[config.mk]
export PLATFORM = sky130hd
export DESIGN_NAME = pixgen_ext_flat
export DESIGN_NICKNAME = d
export VERILOG_FILES = /design/src/rtl/pixgen_ext_if.sv /design/src/rtl/pixgen_ext.sv /design/src/flat_wrapper.sv
export SDC_FILE = /design/constraint.sdc
export NUM_CORES = 1
export LEC_CHECK = 0
export CAP_MARGIN = 20
export CORE_MARGIN = 2
export CORE_UTILIZATION = 45
export CTS_BUF_LIST = sky130_fd_sc_hd__clkbuf_16
export DETAILED_ROUTE_END_ITERATION = 7
export PLACE_DENSITY = 0.78
export SLEW_MARGIN = 20
export SYNTH_ARGS = -nofsm -noshare
export SYNTH_HDL_FRONTEND = slang
export SYNTH_SLANG_ARGS = --single-unit
[constraint.sdc]
create_clock -name clk -period 1.3 [get_ports clk]
set_input_delay 0.39 -clock clk [delete_from_list [all_inputs] [get_ports clk]]
set_output_delay 0.39 -clock clk [all_outputs]
set_load 0.01 [all_outputs]
[src/rtl/pixgen_ext_if.sv]
// pixgen_ext_if: readout, font-ROM and colour signals of the text-mode pixel generator.
// The master side drives readout/ROM data; the slave (generator) returns address, pixel and colour.
interface pixgen_ext_if #(
  parameter int ROW_BITS = 4
);
  logic [7:0]          readoutData;
  logic [3:0]          readoutCount;
  logic                active;
  logic                nVis;
  logic [ROW_BITS-1:0] vCount;
  logic                frameTick;
  logic                blinkMode;
  logic                cursorEn;
  logic                cursorHit;
  logic [ROW_BITS-1:0] cursorStart;
  logic [ROW_BITS-1:0] cursorEnd;
  logic [7+ROW_BITS:0] fontRdAddr;
  logic [7:0]          fontRdData;
  logic                pixel;
  logic [3:0]          rgbi;

  modport master (
    output readoutData, readoutCount, active, nVis, vCount, frameTick,
           blinkMode, cursorEn, cursorHit, cursorStart, cursorEnd, fontRdData,
    input  fontRdAddr, pixel, rgbi
  );

  modport slave (
    input  readoutData, readoutCount, active, nVis, vCount, frameTick,
           blinkMode, cursorEn, cursorHit, cursorStart, cursorEnd, fontRdData,
    output fontRdAddr, pixel, rgbi
  );
endinterface

[src/rtl/pixgen_ext.sv]
// pixgen_ext: serialises glyph rows from an external font ROM and resolves RGBI with blink and cursor.
// rgbi lags pixel by one clk; no backpressure, the readout cadence is free-running.
module pixgen_ext #(
  parameter int CHAR_W     = 8,
  parameter int ROW_BITS   = 4,
  parameter int CHAR_LD    = 3,
  parameter int LINE_GFX   = 1,
  parameter int BLINK_LOG2 = 5
) (
  input  logic        clk,
  input  logic        nrst,
  pixgen_ext_if.slave bus
);
  localparam logic [3:0] LD_CNT   = 4'(CHAR_LD);
  localparam logic [3:0] LAST_CNT = 4'(CHAR_W - 1);

  logic [7:0]            charReg;
  logic [7:0]            attrReg;
  logic [CHAR_W-1:0]     shiftReg;
  logic [CHAR_W-1:0]     loadVal;
  logic                  cursorReg;
  logic [BLINK_LOG2-1:0] frameCnt;
  logic [3:0]            rgbiReg;
  logic                  charLoad;
  logic                  rowLoad;
  logic                  doShift;
  logic                  blinkPh;
  logic                  curPh;
  logic                  cursorRow;
  logic                  pEff;
  logic [3:0]            fg;
  logic [3:0]            bg;

  assign charLoad = bus.active && (bus.readoutCount == LD_CNT);
  assign rowLoad  = bus.active && (bus.readoutCount == LAST_CNT);
  assign doShift  = !bus.nVis && (bus.readoutCount != LAST_CNT);

  assign bus.fontRdAddr = {charReg, bus.vCount};
  assign bus.pixel      = shiftReg[CHAR_W-1];
  assign bus.rgbi       = rgbiReg;

  // 9-wide cells repeat bit 0 of line-graphics glyphs so box drawing stays continuous.
  always_comb begin
    loadVal = '0;
    loadVal[CHAR_W-1 -: 8] = bus.fontRdData;
    if (CHAR_W == 9 && LINE_GFX != 0 && charReg[7:5] == 3'b110)
      loadVal[0] = bus.fontRdData[0];
  end

  always_ff @(posedge clk or negedge nrst) begin
    if (!nrst) begin
      charReg   <= '0;
      attrReg   <= '0;
      shiftReg  <= '0;
      cursorReg <= 1'b0;
    end else begin
      if (charLoad) begin
        charReg   <= bus.readoutData;
        cursorReg <= bus.cursorHit;
      end
      if (rowLoad) begin
        attrReg  <= bus.readoutData;
        shiftReg <= loadVal;
      end else if (doShift) begin
        shiftReg <= {shiftReg[CHAR_W-2:0], 1'b0};
      end
    end
  end

  always_ff @(posedge clk or negedge nrst) begin
    if (!nrst)
      frameCnt <= '0;
    else if (bus.frameTick)
      frameCnt <= frameCnt + 1'b1;
  end

  // Cursor toggles at twice the attribute blink rate.
  assign blinkPh   = frameCnt[BLINK_LOG2-1];
  assign curPh     = frameCnt[BLINK_LOG2-2];
  assign cursorRow = (bus.cursorStart <= bus.vCount) && (bus.vCount <= bus.cursorEnd);

  assign fg = attrReg[3:0];
  assign bg = bus.blinkMode ? {1'b0, attrReg[6:4]} : attrReg[7:4];

  always_comb begin
    pEff = shiftReg[CHAR_W-1];
    if (bus.blinkMode && attrReg[7] && blinkPh)
      pEff = 1'b0;
    if (bus.cursorEn && cursorReg && cursorRow && curPh)
      pEff = 1'b1;
  end

  always_ff @(posedge clk or negedge nrst) begin
    if (!nrst)
      rgbiReg <= 4'h0;
    else
      rgbiReg <= bus.nVis ? 4'h0 : (pEff ? fg : bg);
  end
endmodule

[src/flat_wrapper.sv]
// flat-port wrapper written by rule: the top's interface ports become plain ports
module pixgen_ext_flat 
#(
  parameter int CHAR_W     = 8,
  parameter int ROW_BITS   = 4,
  parameter int CHAR_LD    = 3,
  parameter int LINE_GFX   = 1,
  parameter int BLINK_LOG2 = 5
)
  (clk, nrst, bus_readoutData, bus_readoutCount, bus_active, bus_nVis, bus_vCount, bus_frameTick, bus_blinkMode, bus_cursorEn, bus_cursorHit, bus_cursorStart, bus_cursorEnd, bus_fontRdData, bus_fontRdAddr, bus_pixel, bus_rgbi);
  pixgen_ext_if #(.ROW_BITS(ROW_BITS)) bus_i ();
  input  logic clk;
  input  logic nrst;
  input wire logic [$bits(bus_i.readoutData)-1:0] bus_readoutData;
  input wire logic [$bits(bus_i.readoutCount)-1:0] bus_readoutCount;
  input wire logic [$bits(bus_i.active)-1:0] bus_active;
  input wire logic [$bits(bus_i.nVis)-1:0] bus_nVis;
  input wire logic [$bits(bus_i.vCount)-1:0] bus_vCount;
  input wire logic [$bits(bus_i.frameTick)-1:0] bus_frameTick;
  input wire logic [$bits(bus_i.blinkMode)-1:0] bus_blinkMode;
  input wire logic [$bits(bus_i.cursorEn)-1:0] bus_cursorEn;
  input wire logic [$bits(bus_i.cursorHit)-1:0] bus_cursorHit;
  input wire logic [$bits(bus_i.cursorStart)-1:0] bus_cursorStart;
  input wire logic [$bits(bus_i.cursorEnd)-1:0] bus_cursorEnd;
  input wire logic [$bits(bus_i.fontRdData)-1:0] bus_fontRdData;
  output wire logic [$bits(bus_i.fontRdAddr)-1:0] bus_fontRdAddr;
  output wire logic [$bits(bus_i.pixel)-1:0] bus_pixel;
  output wire logic [$bits(bus_i.rgbi)-1:0] bus_rgbi;
  assign bus_i.readoutData = bus_readoutData;
  assign bus_i.readoutCount = bus_readoutCount;
  assign bus_i.active = bus_active;
  assign bus_i.nVis = bus_nVis;
  assign bus_i.vCount = bus_vCount;
  assign bus_i.frameTick = bus_frameTick;
  assign bus_i.blinkMode = bus_blinkMode;
  assign bus_i.cursorEn = bus_cursorEn;
  assign bus_i.cursorHit = bus_cursorHit;
  assign bus_i.cursorStart = bus_cursorStart;
  assign bus_i.cursorEnd = bus_cursorEnd;
  assign bus_i.fontRdData = bus_fontRdData;
  assign bus_fontRdAddr = bus_i.fontRdAddr;
  assign bus_pixel = bus_i.pixel;
  assign bus_rgbi = bus_i.rgbi;
  pixgen_ext #(.CHAR_W(CHAR_W), .ROW_BITS(ROW_BITS), .CHAR_LD(CHAR_LD), .LINE_GFX(LINE_GFX), .BLINK_LOG2(BLINK_LOG2)) u_core (.clk(clk), .nrst(nrst), .bus(bus_i));
endmodule
# --- Word-level counts from Yosys, hierarchy flattened ---
# Index checks and enable logic that the tools add are counted.
word_totals:
  ff_bits: 34
  latch_bits: 0
  mem_bits_rw: 0
  mem_bits_ro: 0
  inputBits: 40
  out_inout_bits: 17
  elab_cells: 30
  memories: 0
op_classes:
  add_sub_neg: 1
  mul: 0
  n_div: 0
  n_lt_le_gt_ge: 2
  eq_ne: 3
  shifts: 0
  n_mux: 7
  bitwise_logic: 0
  n_reduce_logical: 11
ops:
  columns: ["operator", "n"]
  rows:
  - ["$mux W8", 2]
  - ["$mux W4", 3]
  - ["$logic_and A1 B1 Y1", 9]
  - ["$le A4 B4 Y1", 2]
  - ["$add A5 B1 Y5 const B", 1]
  - ["$eq A4 B2 Y1 const B", 1]
  - ["$eq A4 B3 Y1 const B", 1]
  - ["$ne A4 B3 Y1 const B", 1]
  - ["$mux W1", 2]
  - ["$reduce_bool A2 Y1", 1]
  - ["$logic_not A1 Y1", 1]

# --- Depth between registers and ports, before layout ---
# Gate-level depths: netlist (run 1).
logic_depth:
  ltp_word: 7
  ltp_mapped: 7
  mapped_depth_nobuf: 7

# --- Worst setup path after synthesis (run 1) ---
# Ideal clock, no wire load.
synth_path:
  path_kind: "input to register"
  from: "input port bus_vCount[2]"
  to: "register u_core.rgbiReg[0] (netlist: u_core.bus.rgbi[0])"
  setup_ns: 0.079
  arrival_ns: 1.524
  required_time_ns: 1.221
  setup_slack_ns: -0.303
  stages: 7
  n_path_buf: 0
  cell_sequence: "inv_1 ha_1 nand3_1 o21bai_1 o22ai_1 a32oi_2 mux2i_1"
synth_via:
  elab_chain_cells: 7
  elab_cells_between_ends: 8
  cone_classes: "2 x order compare; 3 x mux; 3 x reduce/logical"
synth_lines:
  columns: ["element", "line_no", "rtl"]
  rows:
  - ["start, declared", "flat_wrapper.sv:18", "input wire logic [$bits(bus_i.vCount)-1:0] bus_vCount;"]
  - ["$le A4 B4 Y1", "pixgen_ext.sv:80", "assign cursorRow = (bus.cursorStart <= bus.vCount) && (bus.vCount <= bus.cursorEnd);"]
  - ["$logic_and A1 B1 Y1 *", "pixgen_ext.sv:80", null]
  - ["$logic_and A1 B1 Y1 * (2 in series)", "pixgen_ext.sv:89", "if (bus.cursorEn && cursorReg && cursorRow && curPh)"]
  - ["$mux W1 *", "pixgen_ext.sv:89", null]
  - ["$mux W4 * (2 in series)", "pixgen_ext.sv:97", "rgbiReg <= bus.nVis ? 4'h0 : (pEff ? fg : bg);"]
  - ["end signal, assigned", "pixgen_ext.sv:97", null]
  - ["end, declared", "pixgen_ext.sv:23", "logic [3:0] rgbiReg;"]
# Mark *: on every way between the ends. The rest lies on a longest branch, timed or not.
# A chain may end at the register's enable or synchronous reset.

# --- Final worst setup path (run 1) ---
layout_path:
  from: "input port bus_vCount[3]"
  to: "register u_core.rgbiReg[3] (netlist: u_core.bus.rgbi[3])"
# Same word-level chain as after synthesis.

==> reports/metrics.yaml, run 1 <==
met3WireLength_microns: 267
synthDistinctLibCells: 29
cts_buffer_depth: 2
crit_family: "compound AO/OA/AOI/OAI gates"
clkSinkCount: 34
area_delta_synth_final_pct: 72.80
synth_async_sr_flop_share_pct: 100.0
die-area_sq_um: 4301
clock_latency_ns: 0.28
ys_warn_count: 0
cp_cell_sequence: "buf_12, inv_12, ha_4, nand3_4, o21bai_4, o22ai_2, a32oi_4, mux2i_1"
cts_buffers: 5
p_int_uw: 2626
syn_inst: 140
power_frac_seq_pct: 41.0
switching_share_pct: 28.56
switchingPower_uw: 1050
wl_met1_microns: 1771
r2r_slack_ns: 0.07
worstMarginPinSlew_ns: 0.2862
first_iter_violations: 23
dr.pass1.iters: 3
gp_congestion: 0.7220
final_cell_mix: "34 x dfrtp_1, 21 x clkdlybuf4s50_1, 12 x buf_6"
grt_pass1_wl_microns: 7182
cpMaxStageDelayCell: "a32oi_4"
hold_path.class: "in2async"
finalCritPeriodShare_pct: 114.4
setup_violations: 16
ys_seq_elements: 34
numPlacedInstances: 250
highest_layer: "met4"
clk_pin_slew_ns: 0.05
track_usage_pct: 23.20
wl_per_cell_microns: 17.80
max_freq_mhz: 672.4
drv_slew: 0
power.share.clock_pct: 30.4
maxSlewHeadroom_pct: 80.92
status: "finished, violations left"
path_buf_inv: 2
finalNetCount: 266
leakage_uw: 0.001399
vias: 1374
max_stage_delay_ns: 0.32
final_hold_viol_count: 0
root_buffer: "clkbuf_16"
crit_fanout: 4
synthFlopType: "dfrtp_1"
ant_nets: 0
layout.cells.non_filler: 265
r2r-start: "u_core.frameCnt[3]"
drc: 0
pre_cts_ws_ns: -0.9630
numPortBuffers: 56
failed_checks: "setup timing"
cp.depth: 8
dieWidth_microns: 65.59
htree_levels: 2
grt_max_degree: 35
antenna_cells: 0
synth_nets: 189
synth_edf_count: 0
pwr-share-comb_pct: 28.6
core_area_sq_um: 3661
layout_min_cycle_time_ns: 1.487
drive_gt1_share_pct: 53.92
crit_type: "in2reg"
crit_end: "u_core.bus.rgbi[3]"
cp.arrival_ns: 1.68
final_common_cell: "dfrtp_1"
via_per_inst: 5.185
rows: 22
avgSynthCellArea_sq_um: 12.19
num_io_pins: 57
overflow: 0
finalWorstSetupSlack_ns: -0.1872
dieHeight_microns: 65.59
antenna_found_initial: 0
rsz0062_at_grt: "true"
finalClockSkew_ns: 0.001952
grt_pass1_vias: 1523
start_util_pct: 46.62
drv_cap: 0
worstRegToRegCells: 4
critPathLaunchType: "primary input"
crit_path_start: "bus_vCount[3]"
powerDensity_nw_per_um2: 1246
crit_required_ns: 1.49
drt-total-wl_microns: 4717
r2r_end: "u_core.bus.rgbi[3]"
dp_hpwl_microns: 2829
end_kind: "flip-flop"
dr_wl_met2_microns: 2598
peakVddDrop_uv: 1125
cts_tree: "yes"
synthesis.area_sq_um: 1707
ys_seq_area_share_pct: 49.85
## through the flow
stage | TNS, ns | instance area [sq um] | util [%] | hold slack (ns) | total power, uW
global placement | -19.11 | 2524 | 68.93 | 0.4677 | 2403
detailed placement | -20.42 | 2524 | 68.93 | 0.4658 | 2457
CTS | -0.9875 | 2865 | 78.26 | 0.4802 | 3638
floorplan | -2.989 | 1832 | - | 0.09441 | 1959
finish | -0.7056 | 2949 | 80.55 | 0.4737 | 3676
global route | -1.309 | 2949 | 80.55 | 0.5054 | 3844
## cell usage after synthesis (2+ instances only)
cell,count,share of area [%]
mux2_2,18,12
xnor2_1,3,1.5
a21oi_1,2,0.59
nand4_1,3,1.1
o21ai_2,3,1.5
buf_4,4,1.8
mux2i_1,11,6.5
inv_1,9,2.0
nand3_1,3,0.88
nor2b_1,2,0.73
o21ai_0,5,1.5
buf_6,2,1.3
dfrtp_1,34,50
ha_1,9,6.6
nand2_1,18,4.0
## worst min-delay path by stage
stage                                   from            endpoint  slack (ns)  cells after the start
after floorplan                         nrst   u_core.attrReg[0]        0.09                      0
after global routing                    nrst  u_core.shiftReg[0]        0.51                      2
final                                   nrst  u_core.shiftReg[0]        0.47                      2
after global placement    u_core.frameCnt[4]  u_core.frameCnt[4]        0.47                      1
after CTS                               nrst  u_core.shiftReg[1]        0.48                      2
after detailed placement  u_core.frameCnt[4]  u_core.frameCnt[4]        0.47                      1
## cells by family (layout without fill, tap and decap cells)
logic type,count (synthesis),count (layout),synth area share [%]
mux,30,30,19.65
xor+xnor,4,4,2.053
buf+inv,16,92,5.278
fa+ha+maj,9,9,6.598
flops,34,34,49.85
simple gates,32,33,10.26
compound gates,15,15,6.306
## power by group through the flow
stage                     clock network (uW)  registers (uW)  logic, uW
after CTS                               1140            1490       1010
after floorplan                            0            1500        461
after global placement                     0            1480        925
after detailed placement                   0            1490        964
final                                   1120            1510       1050
after global routing                    1180            1530       1130
## worst reg2reg max path, delay by kind of cell (launching register included)
family	cells	cell delay, ns
DFF	1	0.41
AOI/OAI and AO/OA	2	0.37
and+or+nand+nor	1	0.11
muxes	1	0.26
## layout make-up
cell class / instances / area [sq um]
Clock buffer: 5 / 125.1
Multi-Input combinational cell: 91 / 1095
Sequential cell: 34 / 850.8
Tap cell: 48 / 60.06
Clock inverter: 2 / 10.01
Timing Repair Buffer: 75 / 747.0
Fill cell: 217 / 711.9
Inverter: 10 / 61.31
## metal layers
| metal | GRT usage, % | vias up |
|---|---|---|
| li1 | - | 644 |
| met1 | 23.43 | 674 |
| met2 | 44.77 | 46 |
| met3 | 7.192 | 10 |
| met4 | 7.292 | 0 |
| met5 | 0 | - |
## timing repair
item | in CTS | in global routing
pin swaps | 16 | 17
hold buffers | 0 | 0
gates cloned | 2 | 1
buffers inserted | 6 | 4
gates resized for setup | 106 | 54
endpoints found under the setup margin | 46 | 34
## state kept, by name (all words and copies together), names as in the netlist
register and count:
u_core.attrReg 8, u_core.charReg 8, u_core.shiftReg 8, u_core.frameCnt 5
u_core.bus.rgbi 4, u_core.cursorReg 1
Note: power is estimated with default switching activity, not from simulation.
==> inputs of run 2 (changes only) <==
Settings changed: CTS_CLUSTER_DIAMETER set to 150.
==> results of run 2 <==
Final layout, timing and power as in run 1 (identical DEF).
==> inputs of run 3 (changes only) <==
Settings changed: MAX_ROUTING_LAYER set to met4.
==> run 3 against run 2 <==
Net effect: the flow still finishes with violations (setup timing); critical path depth unchanged; combinational power about the same; first-iteration DRC count down 22%; clock skew about the same; global-route usage up 0.75 points; critical endpoint unchanged; critical path type unchanged; design area unchanged; clock power about the same; register-to-register slack about the same; routed wire length down 0.15%.
==> reports/metrics.yaml, run 3 (synthesized netlist as in run 1, its figures left out) <==
numPortBuffers: 56  # unchanged
cp_cell_sequence: "buf_12, inv_12, ha_4, nand3_4, o21bai_4, o22ai_2, a32oi_4, mux2i_1"
setup_violations: 17  # +1
dieHeight_microns: 65.59  # unchanged
root_buffer: "clkbuf_16"
first_iter_violations: 18  # -22%
peakVddDrop_uv: 1123  # -0.16%
drt-total-wl_microns: 4710  # -0.15%
finalClockSkew_ns: 0.001873  # -0.00007863 ns
final_cell_mix: "34 x dfrtp_1, 21 x clkdlybuf4s50_1, 12 x buf_6"
cts_tree: "yes"
drc: 0  # unchanged
worstMarginPinSlew_ns: 0.2862  # +0.0000001192 ns
max_freq_mhz: 672.2  # about the same
clock_latency_ns: 0.28  # about the same
crit_required_ns: 1.49  # about the same
final_common_cell: "dfrtp_1"
drive_gt1_share_pct: 53.92  # unchanged
critPathLaunchType: "primary input"
leakage_uw: 0.001399  # unchanged
hold_path.class: "in2async"
crit_type: "in2reg"
finalWorstSetupSlack_ns: -0.1877  # -0.0004860 ns
multi_input_area_sq_um: 1095  # unchanged
vias: 1362  # -0.87%
status: "finished, violations left"
cts_buffer_depth: 2  # unchanged
powerDensity_nw_per_um2: 1245  # about the same
final_hold_viol_count: 0  # unchanged
drv_slew: 0  # unchanged
crit_family: "compound AO/OA/AOI/OAI gates"
cp.arrival_ns: 1.68  # about the same
drv_cap: 0  # unchanged
antenna_found_initial: 0  # unchanged
r2r_slack_ns: 0.07  # about the same
max_stage_delay_ns: 0.32  # about the same
path_buf_inv: 2  # unchanged
rows: 22  # unchanged
antenna_cells: 0  # unchanged
crit_fanout: 4  # unchanged
die-area_sq_um: 4301  # unchanged
htree_levels: 2  # unchanged
cpMaxStageDelayCell: "a32oi_4"
maxSlewHeadroom_pct: 80.92  # unchanged
overflow: 0  # unchanged
fill_cells: 217  # unchanged
grt_pass1_wl_microns: 7217  # +0.49%
seqCellArea_sq_um: 850.8  # unchanged
core_area_sq_um: 3661  # unchanged
dieWidth_microns: 65.59  # unchanged
grt_max_degree: 35  # unchanged
grt_pass1_vias: 1528  # +0.33%
finalNetCount: 266  # unchanged
num_io_pins: 57  # unchanged
numPlacedInstances: 250  # unchanged
ant_nets: 0  # unchanged
finalCritPeriodShare_pct: 114.4  # about the same
gp_congestion: 0.7306  # +1.2%
clkSinkCount: 34  # unchanged
dr.pass1.iters: 4  # +1
dp_hpwl_microns: 2829  # unchanged
clk_pin_slew_ns: 0.05  # about the same
track_usage_pct: 23.94  # +0.75 points
wl_per_cell_microns: 17.77  # -0.15%
layout_min_cycle_time_ns: 1.488  # +0.0004860 ns
via_per_inst: 5.140  # -0.87%
rsz0062_at_grt: "true"
reg_top3: "u_core.attrReg: 8 flops, u_core.charReg: 8 flops, u_core.shiftReg: 8 flops"
start_util_pct: 46.62  # unchanged
end_kind: "flip-flop"
layout.cells.non_filler: 265  # unchanged
cts_buffers: 5  # unchanged
failed_checks: "setup timing"
area_delta_synth_final_pct: 72.80  # unchanged
whs_ns: 0.4748  # +0.001052 ns
final_util_pct: 80.55  # unchanged
-- run 3: cell counts in the layout (fill, tap and decap cells not counted) --
Identical to the previous run, type by type.
-- run 3: through the flow --
stage                     setup TNS, ns  instance area (sq um)  setup WS (ns)  total power [uW]
after floorplan                  -2.989                   1832        -0.2326              1959
after global placement           -19.11                   2524        -0.8723              2403
after detailed placement         -20.42                   2524        -0.9630              2457
after CTS                       -0.9875                   2865        -0.2939              3638
after global routing             -1.306                   2949        -0.2577              3847
final                           -0.7103                   2949        -0.1877              3672
-- run 3: layer usage --
metal	part of all wire (%)	wire length [microns]	global-route usage (%)
met1	38	1787	24.22
met2	56	2619	44.52
met3	4.8	225	6.849
met4	1.7	78	7.292
met5	0	0	-
-- run 3: worst reg2reg max path: cells and delay by family, from the launching register on --
kind / cells / cell delay, ns
flip-flops: 1 / 0.41
AO/OA/AOI/OAI: 2 / 0.37
multiplexers: 1 / 0.26
AND/OR/NAND/NOR: 1 / 0.11
-- run 3: timing repair --
| action | CTS | global route |
|---|---|---|
| buffers inserted | 6 | 4 |
| hold endpoints to repair | 0 | 0 |
| hold buffers | 0 | 0 |
| resized for setup | 106 | 54 |
| pin swaps | 16 | 17 |
| setup endpoints to repair | 46 | 34 |
| cloned | 2 | 1 |
-- run 3: layout make-up --
| cell class | instances | area share, % |
|---|---|---|
| repair buffers | 75 | 25.33 |
| multi-input cells | 91 | 37.12 |
| clock buffers | 5 | 4.243 |
| inverters | 10 | 2.079 |
| clock inverters | 2 | 0.3394 |
| well taps | 48 | 2.036 |
| flip-flops and latches | 34 | 28.85 |
-- run 3: path summary, 6_finish.rpt --
| path | from | cells after the start | to |
|---|---|---|---|
| max | bus_vCount[3] | 8 | u_core.bus.rgbi[3] |
| min | nrst | 2 | u_core.shiftReg[0] |
| max reg2reg | u_core.frameCnt[3] | 4 | u_core.bus.rgbi[3] |
| min reg2reg | u_core.frameCnt[4] | 1 | u_core.frameCnt[4] |
| max in group asynchronous | nrst | 2 | u_core.shiftReg[3] |
| min in group clk | u_core.frameCnt[4] | 1 | u_core.frameCnt[4] |
-- run 3: power breakdown --
group          total, uW  switching [uW]  internal [uW]
logic               1050             427            622
clock network       1120             426            690
registers           1510             193           1310
